[src/rtl/db_pkg.sv]
// Shared opcode and FSM state encodings for the data-bank sequencer.
package db_pkg;

    typedef enum logic [1:0] {
        OP_WRITE = 2'b00,
        OP_READ  = 2'b01,
        OP_CLEAR = 2'b10,
        OP_NOP   = 2'b11
    } op_e;

    typedef enum logic [1:0] {
        IDLE = 2'b00,
        WR   = 2'b01,
        RD   = 2'b10,
        CLR  = 2'b11
    } state_e;

endpackage

[src/rtl/db_burst_ctr.sv]
// Loadable wrapping address counter with a remaining-beat down-counter and last flag.
module db_burst_ctr #(
    parameter int NR    = 32,
    parameter int ADDRW = 5
) (
    input  logic             clk,
    input  logic             rst_n,
    input  logic             load_i,
    input  logic [ADDRW-1:0] base_i,
    input  logic [ADDRW-1:0] len_i,
    input  logic             step_i,
    output logic [ADDRW-1:0] addr_o,
    output logic [ADDRW-1:0] addr_nxt_o,
    output logic             last_o
);

    logic [ADDRW-1:0] addr_q, addr_d;
    logic [ADDRW:0]   rem_q, rem_d;

    assign addr_nxt_o = (addr_q == ADDRW'(NR - 1)) ? '0 : addr_q + 1'b1;
    assign addr_o     = addr_q;
    assign last_o     = (rem_q == (ADDRW + 1)'(1));

    always_comb begin
        addr_d = addr_q;
        rem_d  = rem_q;
        if (load_i) begin
            addr_d = base_i;
            // A length of zero means a full sweep of the bank.
            rem_d  = (len_i == '0) ? (ADDRW + 1)'(NR) : {1'b0, len_i};
        end else if (step_i && (rem_q != '0)) begin
            addr_d = addr_nxt_o;
            rem_d  = rem_q - 1'b1;
        end
    end

    always_ff @(posedge clk or negedge rst_n) begin
        if (!rst_n) begin
            addr_q <= '0;
            rem_q  <= '0;
        end else begin
            addr_q <= addr_d;
            rem_q  <= rem_d;
        end
    end

endmodule

[src/rtl/db_seq.sv]
// Command-driven sequencer for a dual-read-port register bank: burst write,
// paired burst read with output backpressure, and full-bank clear.
module db_seq
    import db_pkg::*;
#(
    parameter int W     = 24,
    parameter int NR    = 32,
    parameter int ADDRW = 5
) (
    input  logic             clk,
    input  logic             rst_n,
    input  logic             cmd_valid,
    output logic             cmd_ready,
    input  logic [1:0]       cmd_op,
    input  logic [ADDRW-1:0] cmd_addr_a,
    input  logic [ADDRW-1:0] cmd_addr_b,
    input  logic [ADDRW-1:0] cmd_len,
    input  logic             in_valid,
    output logic             in_ready,
    input  logic [W-1:0]     in_data,
    output logic             out_valid,
    input  logic             out_ready,
    output logic [W-1:0]     out_a,
    output logic [W-1:0]     out_b,
    output logic             write,
    output logic [ADDRW-1:0] dira,
    output logic [ADDRW-1:0] dirb,
    output logic [W-1:0]     data,
    input  logic [W-1:0]     A,
    input  logic [W-1:0]     B,
    output logic             done
);

    state_e           state_q, state_d;
    logic             write_q, write_d;
    logic [ADDRW-1:0] dira_q, dira_d;
    logic [ADDRW-1:0] dirb_q, dirb_d;
    logic [W-1:0]     data_q, data_d;
    logic             out_valid_q, out_valid_d;
    logic [W-1:0]     out_a_q, out_a_d;
    logic [W-1:0]     out_b_q, out_b_d;
    logic             done_q, done_d;
    logic             last_pair_q, last_pair_d;

    logic             ld_a, ld_b, step_a, step_b;
    logic [ADDRW-1:0] ld_base_a, ld_len_a;
    logic [ADDRW-1:0] a_addr, a_nxt, b_addr, b_nxt;
    logic             a_last, b_last;

    logic cmd_acc, in_acc, capture, pair_acc;

    assign cmd_ready = (state_q == IDLE) && !out_valid_q;
    assign in_ready  = (state_q == WR);
    assign cmd_acc   = cmd_valid && cmd_ready;
    assign in_acc    = in_valid && in_ready;
    assign pair_acc  = out_valid_q && out_ready;
    assign capture   = (state_q == RD) && (!out_valid_q || out_ready);

    db_burst_ctr #(.NR(NR), .ADDRW(ADDRW)) u_ctr_a (
        .clk        (clk),
        .rst_n      (rst_n),
        .load_i     (ld_a),
        .base_i     (ld_base_a),
        .len_i      (ld_len_a),
        .step_i     (step_a),
        .addr_o     (a_addr),
        .addr_nxt_o (a_nxt),
        .last_o     (a_last)
    );

    db_burst_ctr #(.NR(NR), .ADDRW(ADDRW)) u_ctr_b (
        .clk        (clk),
        .rst_n      (rst_n),
        .load_i     (ld_b),
        .base_i     (cmd_addr_b),
        .len_i      (cmd_len),
        .step_i     (step_b),
        .addr_o     (b_addr),
        .addr_nxt_o (b_nxt),
        .last_o     (b_last)
    );

    always_comb begin
        state_d     = state_q;
        write_d     = 1'b0;
        dira_d      = dira_q;
        dirb_d      = dirb_q;
        data_d      = data_q;
        out_valid_d = out_valid_q;
        out_a_d     = out_a_q;
        out_b_d     = out_b_q;
        done_d      = 1'b0;
        last_pair_d = last_pair_q;
        ld_a        = 1'b0;
        ld_b        = 1'b0;
        ld_base_a   = cmd_addr_a;
        ld_len_a    = cmd_len;
        step_a      = 1'b0;
        step_b      = 1'b0;

        if (pair_acc) begin
            out_valid_d = 1'b0;
            last_pair_d = 1'b0;
        end

        unique case (state_q)
            IDLE: begin
                if (cmd_acc) begin
                    ld_a = 1'b1;
                    ld_b = 1'b1;
                    unique case (op_e'(cmd_op))
                        OP_WRITE: state_d = WR;
                        OP_READ: begin
                            state_d = RD;
                            dira_d  = cmd_addr_a;
                            dirb_d  = cmd_addr_b;
                        end
                        OP_CLEAR: begin
                            state_d   = CLR;
                            ld_base_a = '0;
                            ld_len_a  = '0;
                        end
                        default: done_d = 1'b1;
                    endcase
                end
            end
            WR: begin
                if (in_acc) begin
                    write_d = 1'b1;
                    dira_d  = a_addr;
                    data_d  = in_data;
                    step_a  = 1'b1;
                    // Leave WR on the final beat so no extra beat is taken during its write cycle.
                    if (a_last) begin
                        done_d  = 1'b1;
                        state_d = IDLE;
                    end
                end
            end
            RD: begin
                dira_d = a_addr;
                dirb_d = b_addr;
                if (capture) begin
                    out_a_d     = A;
                    out_b_d     = B;
                    out_valid_d = 1'b1;
                    step_a      = 1'b1;
                    step_b      = 1'b1;
                    dira_d      = a_nxt;
                    dirb_d      = b_nxt;
                    if (a_last && b_last) begin
                        last_pair_d = 1'b1;
                        state_d     = IDLE;
                    end
                end
            end
            CLR: begin
                write_d = 1'b1;
                dira_d  = a_addr;
                data_d  = '0;
                step_a  = 1'b1;
                if (a_last) begin
                    done_d  = 1'b1;
                    state_d = IDLE;
                end
            end
            default: state_d = IDLE;
        endcase
    end

    always_ff @(posedge clk or negedge rst_n) begin
        if (!rst_n) begin
            state_q     <= IDLE;
            write_q     <= 1'b0;
            dira_q      <= '0;
            dirb_q      <= '0;
            data_q      <= '0;
            out_valid_q <= 1'b0;
            out_a_q     <= '0;
            out_b_q     <= '0;
            done_q      <= 1'b0;
            last_pair_q <= 1'b0;
        end else begin
            state_q     <= state_d;
            write_q     <= write_d;
            dira_q      <= dira_d;
            dirb_q      <= dirb_d;
            data_q      <= data_d;
            out_valid_q <= out_valid_d;
            out_a_q     <= out_a_d;
            out_b_q     <= out_b_d;
            done_q      <= done_d;
            last_pair_q <= last_pair_d;
        end
    end

    assign write     = write_q;
    assign dira      = dira_q;
    assign dirb      = dirb_q;
    assign data      = data_q;
    assign out_valid = out_valid_q;
    assign out_a     = out_a_q;
    assign out_b     = out_b_q;
    // A read completes when its final pair is consumed, which is not a registered event.
    assign done      = done_q | (last_pair_q & pair_acc);

endmodule

[config.mk]
export PLATFORM = sky130hd
export DESIGN_NAME = db_seq
export DESIGN_NICKNAME = d
export VERILOG_FILES = /design/src/rtl/db_pkg.sv /design/src/rtl/db_burst_ctr.sv /design/src/rtl/db_seq.sv
export SDC_FILE = /design/constraint.sdc
export NUM_CORES = 1
export LEC_CHECK = 0
export ABC_AREA = 0
export BUFFER_PORTS_ARGS = -buffer_cell sky130_fd_sc_hd__buf_4
export CAP_MARGIN = 10
export CORE_ASPECT_RATIO = 1.5
export CORE_UTILIZATION = 35
export DETAILED_ROUTE_END_ITERATION = 8
export HOLD_SLACK_MARGIN = 0.1
export PLACE_DENSITY = 0.65
export SLEW_MARGIN = 0
export SYNTH_ARGS = -nofsm -noshare
export SYNTH_HDL_FRONTEND = slang
export SYNTH_SLANG_ARGS = --single-unit
[constraint.sdc]
create_clock -name clk -period 3.55 [get_ports clk]
set_input_delay 0.71 -clock clk [delete_from_list [all_inputs] [get_ports clk]]
set_output_delay 0.71 -clock clk [all_outputs]
set_load 0.02 [all_outputs]
==> results_dict.tcl <==
set metrics [dict create \
    n_antenna_cell 0 \
    p_comb_share_pct 41.7 \
    antenna_found_initial 0 \
    synthFlopType "dfrtp_1" \
    drt_iter0_markers 154 \
    nets 803 \
    ant_nets 0 \
    synth_area_per_cell_um2 9.54 \
    vias 4438 \
    drc 0 \
    fmax_ghz 0.422 \
    dpl-instance-area_um2 6550 \
    hold_viol 0 \
    gp_congestion 0.830 \
    slew_headroom_pct 28.1 \
    firstDrtPassIters 4 \
    tritoncts "yes" \
    finalSetupViolCount 0 \
    startpoint_type "flip-flop" \
    cap_violations 0 \
    grt_usage_pct 18.3 \
    ir_drop_v 0.000286 \
    status "completed" \
    finalCritPeriodShare_pct 66.8 \
    die_h_um 148 \
    areaGrowthSynthToFinish_pct 37.6 \
    end_kind "flip-flop" \
    grt_pass1_wl_mm 21.3 \
    grt_pass1_vias 4233 \
    pwr-share-seq_pct 38.1 \
    core_um2 14000 \
    fin_area_um2 6870 \
    internal_power_w 0.00319 \
    powerDensity_nw_per_um2 765 \
    start_util_pct 35.7 \
    cts_buffer_depth 2 \
    cp.arrival_ps 2610 \
    syn_area_um2 4990 \
    ys_seq_elements 110 \
    preCtsSetupSlack_ps 1140 \
    cts_setup_buffers 0 \
    synthCells 523 \
    wirelength_mm 13.6 \
    clkPwrFrac_pct 20.2 \
    cts_resized 0 \
    dieArea_um2 14700 \
    clkSinkCount 110 \
    drv_slew 0 \
    yosysTopAreaCell "dfrtp_1" \
    r2r_end "u_ctr_b.rem_q[2]" \
    synth_edf_count 0 \
    cts-root-buf "clkbuf_16" \
    num_rows 53 \
    sw_frac_of_total_pct 39.2 \
    synth_most_common_cell "nand2_1" \
    leakagePower_nw 3.51 \
    ctsHoldBuffers 0 \
    grt.overflow.total 0 \
    r2r_slack_ps 1180 \
    fin_cells 893 \
    min_path_type "in2async" \
    via_per_inst 4.97 \
    clk_latency_ps 350 \
    port_buffers 180 \
    syn-num-nets 630 \
    wl_per_cell_um 15.3 \
    synth_top_area_share_pct 55.2 \
    numCtsBuffers 9 \
    critPathMaxFanout 49 \
    clk_pin_slew_worst_paths_ps 80 \
    synth.top_cells.by_count "nand2_1, dfrtp_1, nor2_1" \
    ys_seq_area_share_pct 55.2 \
    crit_type "reg2reg" \
    worst_pin_slew_ps 1080 \
    drive_above_1_share_pct 31.4 \
    r2r-start "state_q[1]" \
    skew_ps 7.47 \
    rsz0062_at_grt "false" \
    async_flop_share_pct 100 \
    ioPinCount 181 \
    synthTopCellsByArea "dfrtp_1, nand2_1, a22o_1" \
    grt_max_degree 61 \
    die_w_um 99.5 \
    place_hpwl_mm 9.96 \
    synth.distinct_cells 60 \
    dp_cells 877 \
    reg2reg_depth 5 \
    htree_levels 3 \
    tns_ps 0 \
    critPathRequiredTime_ps 3790 \
    final.setup.worst_slack_ps 1180 \
    p_sw_w 0.00206 \
    period_minus_slack_ps 2370 \
    ys.warnings.count 0 \
]
[worst max-delay path, stage by stage, from the launching register on]
cell and delay (ps):
dfrtp_1 780, nand2b_1 310, nor2_4 890, nand2_1 110
nand3_1 110, nand2_1 50
[metal layers]
layer  share of wire (%)  global-route usage, %  vias up
met3                 4.1                   2.73       21
met1                  41                   22.7     2145
met4                 2.1                   7.72        0
li1                    -                      -     2142
met5                   0                      0        -
met2                  53                   31.8      130
[layout by cell type (no fill, tap or decap), types with 11 or more instances in the layout]
cell / count
nor2_1: 27
ha_1: 13
nand2_1: 168
o21ai_0: 20
a22o_1: 25
nand3_1: 13
buf_4: 187
a21oi_1: 13
dfrtp_1: 110
nor3_1: 11
[how the worst max path moves through the flow]
stage | start | endpoint | cells after the start
after floorplan | cmd_op[1] | dira[3] | 7
after global placement | state_q[1] | u_ctr_b.rem_q[2] | 5
after detailed placement | state_q[1] | u_ctr_b.rem_q[2] | 5
after CTS | state_q[1] | u_ctr_b.rem_q[2] | 5
after global routing | state_q[1] | u_ctr_b.rem_q[2] | 5
final | state_q[1] | u_ctr_b.rem_q[2] | 5
[final cells by class]
class | instances | area, um^2
clock buffers | 9 | 225
clock inverters | 7 | 91.3
fillers | 1316 | 7130
inverters | 12 | 45.0
multi-input cells | 375 | 2090
flip-flops and latches | 110 | 2750
well taps | 192 | 240
repair buffers | 188 | 1420
[state kept, by name, indices dropped and copies added (netlist names)]
signal,count
data,24
dira,5
dirb,5
done_q,1
last_pair_q,1
out_a,24
out_b,24
out_valid,1
state_q,2
u_ctr_a.addr_o,5
u_ctr_a.rem_q,6
u_ctr_b.addr_o,5
u_ctr_b.rem_q,6
write,1
[logic make-up (layout without fill, tap and decap cells)]
logic type / count (synthesis) / after routing / synth area share (%)
simple gates: 250 / 250 / 21.3
fa+ha+maj: 13 / 13 / 3.26
buf+inv: 38 / 216 / 3.33
compound gates: 104 / 104 / 15.4
xor+xnor: 4 / 4 / 0.702
flops: 110 / 110 / 55.2
mux: 4 / 4 / 0.827
[metrics by stage]
step / util (%) / total power (W) / hold WS [ps]
floorplan: - / 0.00331 / 414
global route: 49.1 / 0.00560 / 426
finish: 49.1 / 0.00526 / 369
global placement: 46.8 / 0.00416 / 459
CTS: 49.1 / 0.00531 / 387
detailed placement: 46.8 / 0.00423 / 464
[power by group through the flow]
stage	registers [W]	logic [W]	clock network, W
4_1_cts	0.00200	0.00221	0.00110
5_1_grt	0.00206	0.00240	0.00115
6_report	0.00200	0.00219	0.00106
2_1_floorplan	0.00232	0.000998	0
3_3_place_gp	0.00200	0.00216	0
3_5_place_dp	0.00202	0.00220	0
Power figures use the tool's default switching activity.
